`src/rtl/fifo_write_arbiter_pkg.sv`:
```
// Shared types and constants for the FIFO write-side arbiter.
package fifo_arb_pkg;

  typedef enum logic [1:0] {
    ST_IDLE  = 2'b00,
    ST_GRANT = 2'b01,
    ST_XFER  = 2'b10
  } arb_state_e;

  localparam int unsigned XFER_CNT_W = 16;

endpackage

```
`src/rtl/fifo_write_arbiter_if.sv`:
```
// Producer streams plus the FIFO write port, as seen by the arbiter.
interface fifo_write_arbiter_if #(
  parameter int unsigned NUM_REQ     = 4,
  parameter int unsigned WORD_LENGTH = 8
);

  logic [NUM_REQ*WORD_LENGTH-1:0] req_data;
  logic [NUM_REQ-1:0]             req_valid;
  logic [NUM_REQ-1:0]             req_ready;
  logic [WORD_LENGTH-1:0]         fifo_data_in;
  logic                           fifo_data_in_valid;
  logic                           fifo_ready_in;

  // Arbiter side
  modport slave (
    input  req_data, req_valid, fifo_ready_in,
    output req_ready, fifo_data_in, fifo_data_in_valid
  );

  // Producers and FIFO side
  modport master (
    output req_data, req_valid, fifo_ready_in,
    input  req_ready, fifo_data_in, fifo_data_in_valid
  );

endinterface

```
`src/rtl/fifo_write_arbiter_picker.sv`:
```
// Rotating-priority search: first set req bit after 'last', wrapping.
module rr_priority_picker #(
  parameter  int unsigned NUM_REQ = 4,
  localparam int unsigned GID_W   = $clog2(NUM_REQ)
) (
  input  logic [NUM_REQ-1:0] req,
  input  logic [GID_W-1:0]   last,
  output logic [GID_W-1:0]   pick,
  output logic               any
);

  logic [GID_W-1:0] idx;

  // Scan last+1 .. last+NUM_REQ (mod NUM_REQ); keep the first hit.
  always_comb begin
    pick = '0;
    any  = 1'b0;
    idx  = '0;
    for (int unsigned i = 1; i <= NUM_REQ; i++) begin
      idx = GID_W'((32'(last) + i) % NUM_REQ);
      if (!any && req[idx]) begin
        any  = 1'b1;
        pick = idx;
      end
    end
  end

endmodule

```
`src/rtl/fifo_write_arbiter.sv`:
```
// Round-robin arbiter sharing one FIFO write port among NUM_REQ producers.
module fifo_write_arbiter
  import fifo_arb_pkg::*;
#(
  parameter  int unsigned NUM_REQ     = 4,
  parameter  int unsigned WORD_LENGTH = 8,
  localparam int unsigned GID_W       = $clog2(NUM_REQ)
) (
  input  logic                  clk,
  input  logic                  reset,
  fifo_write_arbiter_if.slave   bus,
  output logic [GID_W-1:0]      grant_id,
  output logic                  busy,
  output logic [XFER_CNT_W-1:0] xfer_count
);

  arb_state_e             state_q, state_d;
  logic [GID_W-1:0]       grant_d;
  logic [GID_W-1:0]       last_q, last_d;
  logic [XFER_CNT_W-1:0]  cnt_d;
  logic [GID_W-1:0]       pick;
  logic                   pick_any;
  logic                   sel_valid;
  logic [WORD_LENGTH-1:0] sel_data;

  rr_priority_picker #(.NUM_REQ(NUM_REQ)) u_picker (
    .req  (bus.req_valid),
    .last (last_q),
    .pick (pick),
    .any  (pick_any)
  );

  assign sel_valid = bus.req_valid[grant_id];
  assign sel_data  = bus.req_data[grant_id*WORD_LENGTH +: WORD_LENGTH];

  // State, grant, priority pointer and word counter registers.
  always_ff @(posedge clk) begin
    if (reset) begin
      state_q    <= ST_IDLE;
      grant_id   <= '0;
      last_q     <= GID_W'(NUM_REQ - 1);
      xfer_count <= '0;
    end else begin
      state_q    <= state_d;
      grant_id   <= grant_d;
      last_q     <= last_d;
      xfer_count <= cnt_d;
    end
  end

  // Next-state and handshake routing; last_q only moves after a completed word.
  always_comb begin
    state_d                = state_q;
    grant_d                = grant_id;
    last_d                 = last_q;
    cnt_d                  = xfer_count;
    bus.req_ready          = '0;
    bus.fifo_data_in       = '0;
    bus.fifo_data_in_valid = 1'b0;
    busy                   = 1'b0;
    unique case (state_q)
      ST_IDLE: begin
        if (bus.fifo_ready_in && pick_any) begin
          grant_d = pick;
          state_d = ST_GRANT;
        end
      end
      ST_GRANT: begin
        busy                    = 1'b1;
        bus.fifo_data_in        = sel_data;
        bus.fifo_data_in_valid  = sel_valid;
        bus.req_ready[grant_id] = bus.fifo_ready_in;
        if (!sel_valid) begin
          state_d = ST_IDLE;
        end else if (bus.fifo_ready_in) begin
          cnt_d   = xfer_count + 1'b1;
          state_d = ST_XFER;
        end
      end
      ST_XFER: begin
        busy                   = 1'b1;
        bus.fifo_data_in       = sel_data;
        bus.fifo_data_in_valid = sel_valid;
        if (!sel_valid) begin
          last_d  = grant_id;
          state_d = ST_IDLE;
        end
      end
      default: state_d = ST_IDLE;
    endcase
  end

endmodule

```
`src/flat_wrapper.sv`:
```
// flat-port wrapper written by rule: the top's interface ports become plain ports
module fifo_write_arbiter_flat import fifo_arb_pkg::*;
#(
  parameter  int unsigned NUM_REQ     = 4,
  parameter  int unsigned WORD_LENGTH = 8,
  localparam int unsigned GID_W       = $clog2(NUM_REQ)
)
  (clk, reset, grant_id, busy, xfer_count, bus_req_data, bus_req_valid, bus_fifo_ready_in, bus_req_ready, bus_fifo_data_in, bus_fifo_data_in_valid);
  fifo_write_arbiter_if #(.NUM_REQ(NUM_REQ), .WORD_LENGTH(WORD_LENGTH)) bus_i ();
  input  logic clk;
  input  logic reset;
  output logic [GID_W-1:0] grant_id;
  output logic busy;
  output logic [XFER_CNT_W-1:0] xfer_count;
  input wire logic [$bits(bus_i.req_data)-1:0] bus_req_data;
  input wire logic [$bits(bus_i.req_valid)-1:0] bus_req_valid;
  input wire logic [$bits(bus_i.fifo_ready_in)-1:0] bus_fifo_ready_in;
  output wire logic [$bits(bus_i.req_ready)-1:0] bus_req_ready;
  output wire logic [$bits(bus_i.fifo_data_in)-1:0] bus_fifo_data_in;
  output wire logic [$bits(bus_i.fifo_data_in_valid)-1:0] bus_fifo_data_in_valid;
  assign bus_i.req_data = bus_req_data;
  assign bus_i.req_valid = bus_req_valid;
  assign bus_i.fifo_ready_in = bus_fifo_ready_in;
  assign bus_req_ready = bus_i.req_ready;
  assign bus_fifo_data_in = bus_i.fifo_data_in;
  assign bus_fifo_data_in_valid = bus_i.fifo_data_in_valid;
  fifo_write_arbiter #(.NUM_REQ(NUM_REQ), .WORD_LENGTH(WORD_LENGTH)) u_core (.clk(clk), .reset(reset), .bus(bus_i), .grant_id(grant_id), .busy(busy), .xfer_count(xfer_count));
endmodule
```
`config.mk`:
```
export PLATFORM = sky130hd
export DESIGN_NAME = fifo_write_arbiter_flat
export DESIGN_NICKNAME = d
export VERILOG_FILES = /design/src/rtl/fifo_write_arbiter_pkg.sv /design/src/rtl/fifo_write_arbiter_if.sv /design/src/rtl/fifo_write_arbiter_picker.sv /design/src/rtl/fifo_write_arbiter.sv /design/src/flat_wrapper.sv
export SDC_FILE = /design/constraint.sdc
export NUM_CORES = 1
export LEC_CHECK = 0
export ABC_CLOCK_PERIOD_IN_PS = 2400
export CAP_MARGIN = 0
export CORE_ASPECT_RATIO = 2
export CORE_MARGIN = 5
export CORE_UTILIZATION = 40
export DETAILED_ROUTE_END_ITERATION = 16
export GPL_TIMING_DRIVEN = 0
export HOLD_SLACK_MARGIN = 0.02
export PLACE_DENSITY = 0.87
export SYNTH_ARGS = -nofsm -noshare
export SYNTH_HDL_FRONTEND = slang
export SYNTH_HIERARCHICAL = 1
export SYNTH_SLANG_ARGS = --single-unit
export TNS_END_PERCENT = 10
```
`constraint.sdc`:
```
create_clock -name clk -period 2.4 [get_ports clk]
set_input_delay 0.24 -clock clk [delete_from_list [all_inputs] [get_ports clk]]
set_output_delay 0.24 -clock clk [all_outputs]
set_load 0.01 [all_outputs]
```
* Word-level counts from Yosys, hierarchy flattened *
Cells that the tools add are included.

word-level totals
  flip-flop bits (word level) = 22
  bits of input ports = 39
  word-level logic and storage cells = 66

cells by class
  $add $sub $neg = 5
  magnitude comparators = 6
  eq/ne operators = 5
  shift-type cells = 1
  muxes and demuxes = 29
  bitwise logic cells = 2
  reductions and logical operators = 14

operators by type and width
  kind                                                                                  count
  32-bit by 6-bit variable part select with 8-bit output                                1
  16-bit by 1-bit adder with 16-bit output (second input constant)                      1
  2-bit two-way mux                                                                     8
  2-bit by 3-bit < comparator with 1-bit output (second input constant)                 5
  1-bit two-way mux                                                                     12
  1-bit binary-select mux with 2-bit select                                             5
  8-bit two-way mux                                                                     1
  2-bit case mux with 3 select lines                                                    1
  3-bit AND reduction                                                                   2
  1-bit logical AND                                                                     5
  2-bit by 1-bit adder with 2-bit output (second input constant)                        2
  2-bit adder (second input constant)                                                   2
  4-bit AND                                                                             1
  4-bit two-way mux                                                                     1
  2-bit AND reduction                                                                   2
  1-bit zero test                                                                       3
  3-bit != test (second input constant)                                                 1
  1-bit demux with 2-bit select                                                         1
  2-bit by 1-bit equality test with 1-bit output (second input constant)                1
  2-bit equality test (second input constant)                                           1
  2-bit by 1-bit greater-or-equal comparator with 1-bit output (second input constant)  1
  2-bit zero test                                                                       1
  2-bit by 1-bit != test with 1-bit output (second input constant)                      1
  2-bit != test (second input constant)                                                 1
  other kinds (2)                                                                       2

* Longest topological paths before layout *
  word-level depth = 16
  gate-level depth with buffers = 7
  mapped depth without buffers = 6

* Hierarchy *
The synthesis kept the hierarchy.

by module, submodules not included
  module              instances  cells an instance  area an instance (um^2)  seq. area each (um^2)
  fifo_write_arbiter  1          148                1,352.5                  440.4
  rr_priority_picker  1          14                 91.3                     0.0

* Least setup slack after synthesis *
Ideal clock, no wire load.

  kind = flip-flop to output port
  start = reg u_core.grant_id[0]
  end = out bus_fifo_data_in[3]
  data arrival time = 1.612 ns
  setup slack = 0.548 ns
  stages on the path, launching flop included = 5
  cell sequence = dfxtp_1 buf_6 clkbuf_1 mux4_2 and2_1

between the ends
  longest elaborated chain between the ends = 2

ends and longest elaborated chain
  element                                                 line                      text
  start, declared                                         fifo_write_arbiter.sv:12  output logic [GID_W-1:0] grant_id,
  start signal, assigned                                  fifo_write_arbiter.sv:45  grant_id <= grant_d;
  32-bit by 6-bit variable part select with 8-bit output  fifo_write_arbiter.sv:34  assign sel_data = bus.req_data[grant_id*WORD_LENGTH +: WORD_LENGTH];
  8-bit two-way mux                                       fifo_write_arbiter.sv:61  unique case (state_q)
  end, declared                                           flat_wrapper.sv:19        output wire logic [$bits(bus_i.fifo_data_in)-1:0] bus_fifo_data_in;

Every way passes these cells.

* Worst setup path in the final report *
  start = reg u_core.grant_id[0]
  end = out bus_fifo_data_in[4]

The elaborated chain is that of the path after synthesis.

==> metrics <==
setup ws final 0.113 ns; Crit Path Class flop to output pin; CTS tree done; Synth Area in Compound Gates 0.114; fillcell total ~300; cell family with most CP delay buffers and inverters; multiplexer area fraction after synthesis 0.169; HP Class primary input to flop; first-pass GRT wire length roughly 7.0 mm; die area about 5000 sq um; Worst setup SP type flop; largest net degree at the start of global routing 14; met1 Usage GRT 0.180; Die Wd around 52 um; leakage power between 0.0008 and 0.0009 uW; core area around 3600 sq um; Yosys reg bits 22; post-route ant nets 0; sequential share of power 0.381; GRT met3 Usage 0.0253; Fmax ~440 MHz; CP Capture Type output pin; Final Wtd Congestion 0.757; Design Area, Final ~2300 sq um; Slew Limit Fails 0; layout cells sized above 1 0.0894; XOR/XNOR Fraction of Synth Area 0.0425; CTS buffer count 3; final wirelength 4.50 mm; Post-Synthesis Cells approximately 160; crit path DAT roughly 2.1 ns; Setup Buffers After CTS 0; outcome finished, final reports clean; # nets final 280; post-synthesis sequential area ratio 0.305; Ports 71; top cells by area, synth dfxtp_1 (31%), mux4_2 (14%), a21oi_1 (4.9%); maximum vdd ir drop approximately 0.4 mV; Hold Crit Start reset; met2 usage 0.362; die height approximately 95 um; Wirelength per Cell around 16 um; DP Area ~2200 sq um; P_int about 760 uW; Clk pin slew, worst setup/hold paths 0.08 ns; DR vias/cell 5.31; DP Wirelength ~3.6 mm; Starting Density 0.405; Worst-Skew Late Latency 0.26 ns; CTS Buffer Depth 2; CP bufs+invs 3; GRT Max-Usage Layer met2; combinational share of power 0.275; clock skew between 0.001 and 0.0015 ns; Max Cap Violations 0; H-Tree Depth 1; Finished Layout Cells about 280; overall routing resource usage 0.184; Detailed Route Iter0 Violations 48; RSZ-0062 raised after global routing no; Syn. warnings 6; worst setup path startpoint u_core/grant_id[0]; via count approximately 1.5k; vias in the first global route approximately 1.6k; IO Port Bufs just under 70; Net Sw Frac 0.238; Placement Setup Slack -0.0308 ns; delay of the slowest critical-path stage around 0.50 ns; Mean Syn Cell Area about 9 sq um; CP Cell Sequence buf_6 > buf_8 > mux4_2 > and2_1 > clkdlybuf4s50_1; main combinational cell family by area after synthesis simple AND/OR/NAND/NOR gates; row count 31; actual slew at the worst max-slew pin 0.515 ns; DR DRC count 0; Final Hold Viols 0; worst-path fanout max 10; placed cells 280; PnR Total Power 1000 uW; Post-Syn Nets between 200 and 250; grt total ovfl 0; simple logic cell fraction of the synthesized area 0.283; initial antenna violation count 0; Synth cell types 33; Yosys top cell area share 0.305; Final Critical Period approximately 2.3 ns; post-synth top area cell dfxtp_1; Antenna diodes 0; setup violators final 0; switching power roughly 240 uW; final period utilization 0.953; clock power share 0.345; post-synthesis adder-cell area fraction 0.0433; Clk Tree Root Cell clkbuf_8; Area Growth Syn to Fin 58.1%; mapped cell area roughly 1400 sq um; slowest cell on the critical path mux4_2; Worst R2R Start u_core/state_q[1]; DRT Pass-1 Iters 4; Pwr Density approximately 440 nW/um^2; Num Clock Sinks 22; Rel. slew slack 0.657; critical path required time about 2.2 ns
## registers in the layout, summed over array words and instances (netlist names)
register,flops
u_core/grant_id,2
u_core/state_q,2
u_core/last_q,2
u_core/xfer_count,16
## power by group through the flow
| stage | logic, uW | clock network, uW | registers (uW) |
|---|---|---|---|
| after floorplan | 129 | 0 | 389 |
| after global placement | 267 | 0 | 389 |
| after detailed placement | 273 | 0 | 389 |
| after CTS | 277 | 357 | 381 |
| after global routing | 296 | 364 | 382 |
| final | 275 | 344 | 380 |
## metal layers
metal / routed length [um] / vias up
li1: - / 731
met1: 1610 / 713
met2: 2570 / 59
met3: 274 / 6
met4: 49 / 0
met5: 0 / -
## tightest hold or removal path, stage by stage
cell      delay [ns]
clkbuf_1        0.16
nor2_1          0.12
a21oi_1         0.07
## cell usage after synthesis
cell / count
a21boi_0: 1
a21oi_1: 14
a21oi_2: 1
a31oi_1: 1
and2_1: 10
and2b_1: 1
and3_1: 4
and4_1: 4
buf_2: 1
buf_6: 2
clkbuf_1: 5
dfxtp_1: 22
ha_1: 5
inv_1: 4
mux2_2: 1
mux2i_1: 3
mux4_2: 9
nand2_1: 10
nand2b_1: 4
nand3_1: 7
nand4_1: 4
nor2_1: 16
nor2b_1: 2
nor3_1: 3
nor3b_1: 1
o21a_1: 1
o21ai_0: 7
o221ai_2: 1
o31ai_1: 2
or3_1: 6
or3b_1: 1
or4_1: 2
xor2_1: 7
## per-stage QoR
step,util,hold slack [ns],setup TNS [ns]
3_5_place_dp,0.615,0.488,-0.0624
6_report,0.640,0.377,0
5_1_grt,0.640,0.436,0
2_1_floorplan,-,0.470,0
4_1_cts,0.638,0.366,0
3_3_place_gp,0.615,0.468,-0.0265
## worst paths after layout
check,endpoint,slack [ns],cells after the start
setup / recovery,bus_fifo_data_in[4],0.11,5
hold / removal,u_core/last_q[1],0.38,3
setup reg to reg,u_core/xfer_count[12],0.43,7
hold reg to reg,u_core/xfer_count[15],0.49,2
## cell usage in the layout, fill, tap and decap left out, types with 5 or more instances in the layout
| cell type | netlist | final |
|---|---|---|
| a21oi_1 | 14 | 14 |
| and2_1 | 10 | 10 |
| clkdlybuf4s50_1 | 0 | 68 |
| dfxtp_1 | 22 | 22 |
| ha_1 | 5 | 5 |
| mux4_2 | 9 | 9 |
| nand2_1 | 10 | 10 |
| nand3_1 | 7 | 7 |
| nor2_1 | 16 | 16 |
| o21ai_0 | 7 | 7 |
| or3_1 | 6 | 6 |
| xor2_1 | 7 | 7 |
## kinds of logic (layout without fill, tap and decap cells)
group | Yosys count | after routing
XOR/XNOR | 7 | 7
multiplexers | 13 | 13
buffers and inverters | 12 | 85
flip-flops | 22 | 22
AO/OA/AOI/OAI | 28 | 28
AND/OR/NAND/NOR | 75 | 75
adder cells (fa/ha/maj) | 5 | 5
## cell type report
class | instances | area, sq um | area share
plain buffers | 8 | 58.8 | 0.0258
clock inverters | 1 | 30.0 | 0.0132
repair buffers | 69 | 693 | 0.304
flip-flops and latches | 22 | 440 | 0.193
well taps | 49 | 61.3 | 0.0269
multi-input cells | 128 | 942 | 0.413
inverters | 4 | 15.0 | 0.00658
clock buffers | 3 | 41.3 | 0.0181
## timing repair
item                                   CTS  global route
resized for setup                        4             2
endpoints found under the hold margin    0             0
pin swaps                                0             0
hold buffers                             0             0
setup endpoints to repair                4             3
Power figures use the tool's default switching activity.
